<file path="src/rtl/des_pkg.sv">
// Shared DES constants: S-box tables, P permutation and datapath widths.
// With DES_F_LASTROUND_EN defined, beats carry a last-round flag.
package des_pkg;

  localparam int DATA_W = 32;
  localparam int EXP_W  = 48;

  // Entry index = row*16 + col; entry 0 sits at the MSB so each row reads left to right.
  localparam logic [255:0] SBOX [8] = '{
    256'hE4D12FB83A6C5907_0F74E2D1A6CB9538_41E8D62BFC973A50_FC8249175B3EA06D,
    256'hF18E6B34972DC05A_3D47F28EC01A69B5_0E7BA4D158C6932F_D8A13F42B67C05E9,
    256'hA09E63F51DC7B428_D709346A285ECBF1_D6498F30B12C5AE7_1AD069874FE3B52C,
    256'h7DE3069A1285BC4F_D8B56F03472C1AE9_A690CB7DF13E5284_3F06A1D8945BC72E,
    256'h2C417AB6853FD0E9_EB2C47D150FA3986_421BAD78F9C5630E_B8C71E2D6F09A453,
    256'hC1AF92680D34E75B_AF427C9561DE0B38_9EF528C3704A1DB6_432C95FABE17608D,
    256'h4B2EF08D3C975A61_D0B7491AE35C2F86_14BDC37EAF680592_6BD814A7950FE23C,
    256'hD2846FB1A93E50C7_1FD8A374C56B0E92_7B419CE206ADF358_21E74A8DFC90356B
  };

  // DES bit numbering: output bit i+1 takes input bit P_TAB[i] (1 = MSB).
  localparam int P_TAB [32] = '{
    16,  7, 20, 21, 29, 12, 28, 17,  1, 15, 23, 26,  5, 18, 31, 10,
     2,  8, 24, 14, 32, 27,  3,  9, 19, 13, 30,  6, 22, 11,  4, 25
  };

  typedef struct packed {
    logic [EXP_W-1:0]  x;
    logic [DATA_W-1:0] l;
    logic [DATA_W-1:0] r;
`ifdef DES_F_LASTROUND_EN
    logic              last;
`endif
  } beat_t;

  function automatic logic [3:0] sbox_lookup(input logic [2:0] box, input logic [5:0] g);
    logic [5:0] idx;
    idx = {g[5], g[0], g[4:1]};
    return SBOX[box][255 - 4*int'(idx) -: 4];
  endfunction

endpackage

</file>
<file path="src/rtl/des_sbox_p.sv">
// Combinational DES S-box substitution followed by the P permutation.
module des_sbox_p
  import des_pkg::*;
(
  input  logic [EXP_W-1:0]  x,
  output logic [DATA_W-1:0] f
);

  logic [DATA_W-1:0] s;

  for (genvar j = 0; j < 8; j++) begin : g_box
    assign s[DATA_W-1-4*j -: 4] = sbox_lookup(3'(j), x[EXP_W-1-6*j -: 6]);
  end

  for (genvar i = 0; i < DATA_W; i++) begin : g_p
    assign f[DATA_W-1-i] = s[DATA_W-P_TAB[i]];
  end

endmodule

</file>
<file path="src/rtl/des_f_round.sv">
// Pipelined DES Feistel round: key XOR, S/P f-function and L/R swap, valid/ready both sides.
// Optional DES_F_LASTROUND_EN adds in_last; last beats leave unswapped.
module des_f_round
  import des_pkg::*;
#(
  parameter bit STAGE1_EN = 1'b1
) (
  input  logic              clk,
  input  logic              rst_n,
  input  logic              in_valid,
  output logic              in_ready,
  input  logic [EXP_W-1:0]  in_er,
  input  logic [EXP_W-1:0]  in_k,
  input  logic [DATA_W-1:0] in_l,
  input  logic [DATA_W-1:0] in_r,
`ifdef DES_F_LASTROUND_EN
  input  logic              in_last,
`endif
  output logic              out_valid,
  input  logic              out_ready,
  output logic [DATA_W-1:0] out_l,
  output logic [DATA_W-1:0] out_r
);

  beat_t             in_beat, st_beat;
  logic              st_valid, s2_ready;
  logic [DATA_W-1:0] f, nxt_l, nxt_r;

  always_comb begin
    in_beat   = '0;
    in_beat.x = in_er ^ in_k;
    in_beat.l = in_l;
    in_beat.r = in_r;
`ifdef DES_F_LASTROUND_EN
    in_beat.last = in_last;
`endif
  end

  assign s2_ready = !out_valid || out_ready;

  if (STAGE1_EN) begin : g_s1
    logic  s1_valid;
    beat_t s1_beat;

    always_ff @(posedge clk or negedge rst_n) begin
      if (!rst_n) begin
        s1_valid <= 1'b0;
        s1_beat  <= '0;
      end else if (in_ready) begin
        s1_valid <= in_valid;
        if (in_valid) s1_beat <= in_beat;
      end
    end

    assign in_ready = !s1_valid || s2_ready;
    assign st_valid = s1_valid;
    assign st_beat  = s1_beat;
  end else begin : g_s1_bypass
    assign in_ready = s2_ready;
    assign st_valid = in_valid;
    assign st_beat  = in_beat;
  end

  des_sbox_p u_sbox_p (
    .x (st_beat.x),
    .f (f)
  );

  always_comb begin
    nxt_l = st_beat.r;
    nxt_r = st_beat.l ^ f;
`ifdef DES_F_LASTROUND_EN
    // Round 16 skips the swap so the result feeds the inverse IP directly.
    if (st_beat.last) begin
      nxt_l = st_beat.l ^ f;
      nxt_r = st_beat.r;
    end
`endif
  end

  always_ff @(posedge clk or negedge rst_n) begin
    if (!rst_n) begin
      out_valid <= 1'b0;
      out_l     <= '0;
      out_r     <= '0;
    end else if (s2_ready) begin
      out_valid <= st_valid;
      if (st_valid) begin
        out_l <= nxt_l;
        out_r <= nxt_r;
      end
    end
  end

endmodule

</file>
<file path="config.mk">
export PLATFORM = sky130hd
export DESIGN_NAME = des_f_round
export DESIGN_NICKNAME = d
export VERILOG_FILES = /design/src/rtl/des_pkg.sv /design/src/rtl/des_sbox_p.sv /design/src/rtl/des_f_round.sv
export SDC_FILE = /design/constraint.sdc
export NUM_CORES = 1
export LEC_CHECK = 0
export CAP_MARGIN = 20
export CORE_UTILIZATION = 45
export DETAILED_ROUTE_END_ITERATION = 7
export GPL_TIMING_DRIVEN = 0
export PLACE_DENSITY = 0.69
export SKIP_LAST_GASP = 1
export SLEW_MARGIN = 10
export SYNTH_ARGS = -nofsm -noshare
export SYNTH_HDL_FRONTEND = slang
export SYNTH_HIERARCHICAL = 1
export SYNTH_SLANG_ARGS = --single-unit
</file>
<file path="constraint.sdc">
create_clock -name clk -period 5.04 [get_ports clk]
set_input_delay 1.008 -clock clk [delete_from_list [all_inputs] [get_ports clk]]
set_output_delay 1.008 -clock clk [all_outputs]
set_load 0.02 [all_outputs]
</file>
* Word level (Yosys, flattened, before mapping)
Index checks and enable logic that the tools add are counted.
** Operators by class
- $add $sub $neg :: 8
- Multipliers :: 0
- Div/mod/pow operators :: 0
- Magnitude comparators :: 0
- Eq/ne operators :: 0
- Shift operators :: 8
- Multiplexer cells :: 0
- Bitwise gates (word level) :: 2
- Reductions and logical operators :: 6
** Operators with widths (count)
- $shiftx 259x32->4 const A :: 8
- $sub 8x8->9 const A :: 8
- $xor 48x48->48 :: 1
- $xor 32x32->32 :: 1
- $reduce_and 2->1 :: 2
- $logic_not 1->1 :: 2
- $logic_or 1x1->1 :: 2
** Word-level totals
- Register bits :: 178
- Latch bits :: 0
- Bits in writable memories :: 0
- Bits in read-only memories :: 0
- Bits of input ports :: 164
- Output and inout port bits :: 66
- Logic and storage cells :: 31
- Memories kept :: 0

* Logic depth before layout (Yosys ltp)
- Depth in word-level cells :: 4
- Gate-level depth with buffers :: 11
- Mapped depth without buffers :: 9

* By module
The synthesis kept the hierarchy.
** Modules (own cells, without submodules)
- des_f_round :: instances 1, cells each 458, area each 7763.7 µm², sequential area each 4454.3 µm²
- des_sbox_p :: instances 1, cells each 682, area each 4742.0 µm², sequential area each 0.0 µm²

* Worst setup path before layout
No wires, ideal clock.
- Path type :: flip-flop to flip-flop
- Start point :: register g_s1.s1_beat[71] (netlist bit)
- End point :: register out_r[25]
- Setup time :: 0.125 ns
- Arrival :: 2.420 ns
- Data required time :: 4.915 ns
- Slack :: 2.496 ns
- Cell stages (with the launch flop) :: 10
- Buffers on the path :: 1
- Period minus slack after synthesis :: 2.544 ns
- Cells stage by stage :: dfrtp_1 > inv_1 > ha_1 > buf_2 > and2b_1 > a21oi_2 > mux4_2 > mux2_2 > xor2_1 > mux2_2
** Between the ends
- Longest elaborated chain between the ends :: 3
** RTL lines
- from (decl) :: line des_f_round.sv:43 : beat_t s1_beat;
- from (signal assigned) :: line des_f_round.sv:51 : if (in_valid) s1_beat <= in_beat;
- $sub 8x8->9 :: line des_pkg.sv:38 : return SBOX[box][255 - 4*int'(idx) -: 4];
- $shiftx 259x32->4 :: line des_pkg.sv:38
- named net f[25] :: line des_f_round.sv:27 : logic [DATA_W-1:0] f, nxt_l, nxt_r;
- $xor 32x32->32 :: line des_f_round.sv:71 : nxt_r = st_beat.l ^ f;
- to (signal assigned) :: line des_f_round.sv:90 : out_r <= nxt_r;
- to (decl) :: line des_f_round.sv:22 : output logic [DATA_W-1:0] out_r
The timed path passes the listed nets, and every way through them passes these cells.
A chain may end at the register's enable or synchronous reset.

* Final worst setup path
- Start point :: input out_ready
- End point :: output in_ready
** Between the ends
- Longest elaborated chain between the ends :: 2
** RTL lines
- from (decl) :: line des_f_round.sv:20 : input logic out_ready,
- $logic_or 1x1->1 :: line des_f_round.sv:39 : assign s2_ready = !out_valid || out_ready;
- $logic_or 1x1->1 :: line des_f_round.sv:55 : assign in_ready = !s1_valid || s2_ready;
- to (decl) :: line des_f_round.sv:11 : output logic in_ready,
Every way passes these cells.

==> flow_summary.json <==
{
  "status": "complete, no violations",
  "num_io_pins": 230,
  "power.internal_mw": 4.171,
  "sequentialPowerShare_pct": 30.5,
  "swShare_pct": 38.32,
  "clk_path_buf_depth": 2,
  "rsz0062_at_grt": "no",
  "cts_buffers": 17,
  "clock-sinks": 178,
  "p_leak_nw": 6.961,
  "synth_fp_nets": 1367,
  "synth_cells": 1140,
  "synthDistinctLibCells": 72,
  "ys_ff_latch": 178,
  "yosys_warnings": 6,
  "synth_edf_count": 0,
  "antenna_found_initial": 1,
  "clock-skew-final_ns": 0.01418,
  "fin_crit_ns": 3.299,
  "via_per_inst": 5.387,
  "die-width_um": 168.7,
  "cap_violations": 0,
  "dpl.hpwl_um": 21680,
  "p_per_area_nw_per_um2": 424.7,
  "required_ns": 4.03,
  "slew_viol_final": 0,
  "clockRootBuffer": "clkbuf_16",
  "track_usage_pct": 21.22,
  "tightest_slew_ns": 0.5793,
  "place.gp.congestion": 0.9040,
  "grt_pass1_wl_um": 48230,
  "crit_type": "input pin to output pin",
  "clk_transition_reported_paths_ns": 0.08,
  "htree_levels": 4,
  "arrival_ns": 2.29,
  "ir_drop_v": 0.0001755,
  "post_cts_buffers": 0,
  "tritoncts": "done",
  "initial_utilization_pct": 46.14,
  "grt_overflow": 0,
  "finalHoldViolCount": 0,
  "synth.area.top_cells": "dfrtp_1 (36%), mux2_4 (9.6%), mux2_2 (9.5%), xor2_1 (6.7%), ha_1 (6.3%)",
  "vias": 9556,
  "p_comb_share_pct": 48.5,
  "areaGrowthSynthToFinish_pct": 27.31,
  "portBuffers": 229,
  "synthesis.area_um2": 12510,
  "slew_headroom_pct": 61.38,
  "synth_top_area_cell": "dfrtp_1",
  "fmax_mhz": 303.2,
  "nets": 1616,
  "yosys_most_used_dff": "dfrtp_1",
  "synthArstFlopShare_pct": 100.0,
  "dieArea_um2": 28460,
  "diodes": 0,
  "power.clock.fraction_pct": 21.0,
  "postCtsHoldBufs": 0,
  "utilization_pct": 58.75,
  "p_sw_mw": 2.591,
  "setup_slack_ns": 1.741,
  "core.rowCount": 60,
  "post_cts_resized": 0,
  "die_height_um": 168.7,
  "drcViolationCount": 0,
  "timing.final.crit_share_pct": 65.45,
  "final_antenna_net_count": 0,
  "routed_wl_um": 29970,
  "routedWlPerCell_um": 16.89,
  "synth_top_area_share_pct": 35.62,
  "drive_gt1_share_pct": 22.33,
  "syn_area_per_cell_um2": 10.97,
  "cp_max_fo": 3,
  "core_um2": 27100,
  "dp_slack_ns": 1.734,
  "clock_latency_ns": 0.45,
  "finalSetupViolCount": 0,
  "grt_pass1_vias": 9196,
  "startpoint_type": "input pin",
  "min_path_type": "input pin to async pin",
  "yosysSeqAreaShare_pct": 35.62,
  "first_pass_iters": 5,
  "drt_iter0_drc": 919,
  "grt_max_degree": 108,
  "end_kind": "output pin"
}
==> worst max-delay path, cell delays in order <==
cell             delay (ns)
clkdlybuf4s50_1        0.48
nand3b_4               0.15
clkdlybuf4s50_1        0.65
==> flip-flops by register name, indices dropped and copies added (netlist names) <==
| register | count |
|---|---|
| g_s1.s1_beat | 80 |
| g_s1.s1_valid | 1 |
| out_l | 32 |
| out_r | 32 |
| nxt_l | 32 |
| out_valid | 1 |
==> through the flow <==
stage / total power [mW] / hold slack [ns] / setup TNS, ns / std cells / cell area [µm²]
floorplan: 4.266 / 0.4738 / 0 / 1140 / 12510
global placement: 5.302 / 0.4779 / -787.90 / 1741 / 15260
detailed placement: 5.352 / 0.4887 / 0 / 1742 / 15300
CTS: 6.793 / 0.5086 / 0 / 1774 / 15920
global route: 7.177 / 0.5141 / 0 / 1774 / 15920
finish: 6.762 / 0.4970 / 0 / 1774 / 15920
==> cell families (layout without fill, tap and decap cells) <==
family | count (synthesis) | count (layout) | synth area share (%)
adders and majority gates | 63 | 63 | 6.303
and+or+nand+nor | 178 | 178 | 6.914
AOI/OAI and AO/OA | 259 | 259 | 13.33
muxes | 228 | 228 | 23.93
xor gates and xnor gates | 106 | 106 | 7.424
DFF | 178 | 178 | 35.62
buffers and inverters | 128 | 390 | 6.483
==> cell usage after synthesis, drive strengths merged (4+ instances only) <==
cell / instances
o311ai: 4
a211oi: 26
nand2b: 11
dfrtp: 178
nor3: 17
xnor2: 10
clkbuf: 21
nor2b: 15
a21oi: 70
mux4: 14
or3: 5
o31ai: 5
o221ai: 5
nor2: 58
o21ai: 63
buf: 65
nand3: 7
ha: 63
o21a: 6
mux2: 188
inv: 42
nand2: 48
mux2i: 26
o211ai: 15
o22ai: 7
a211o: 6
a31oi: 11
a21o: 5
xor2: 96
==> layer usage <==
| layer | track usage (%) | wire length, µm | up-vias |
|---|---|---|---|
| li1 | - | - | 4571 |
| met1 | 29.67 | 13740 | 4603 |
| met2 | 33.69 | 14080 | 332 |
| met3 | 2.923 | 1496 | 48 |
| met4 | 7.273 | 641 | 2 |
| met5 | 0 | 12 | - |
==> layout make-up <==
type	count	area, µm²
Inverter	42	157.7
Clock inverter	15	200.2
Clock buffer	17	425.4
Sequential cell	178	4454
Fill cell	2318	11180
Timing Repair Buffer	230	2325
Multi-Input combinational cell	834	7241
Tap cell	372	465.4
Buffer	86	653.1
==> power groups by stage <==
stage,clock [mW],combinational (mW),sequential (mW)
after floorplan,0,1.99,2.27
after global placement,0,3.22,2.08
after detailed placement,0,3.26,2.09
after CTS,1.45,3.28,2.06
after global routing,1.51,3.55,2.12
final,1.42,3.28,2.06
==> final timing paths <==
check                      depth (start not counted)                to  slack (ns)             start
min reg2reg                                        1         out_l[19]        0.50         nxt_l[19]
max reg2reg                                       10         out_r[11]        2.06  g_s1.s1_beat[66]
max in group asynchronous                          2  g_s1.s1_beat[85]        3.62             rst_n
max                                                3          in_ready        1.74         out_ready
min                                                1  g_s1.s1_beat[98]        0.50             rst_n
min in group clk                                   1         out_l[19]        0.50         nxt_l[19]
==> placed cells by master, fill, tap and decap left out, drive strengths merged, types with 6 or more instances in the layout <==
master and n:
a211o 6, a211oi 26, a21oi 70, a31oi 11, buf 67, clkbuf 38
clkdlybuf4s50 228, clkinv 6, dfrtp 178, ha 63, inv 50, mux2 188
mux2i 26, mux4 14, nand2 48, nand2b 11, nand3 7, nor2 58
nor2b 15, nor3 17, o211ai 15, o21a 6, o21ai 63, o22ai 7
xnor2 10, xor2 96
No activity file was read; power rests on OpenSTA's default activity.
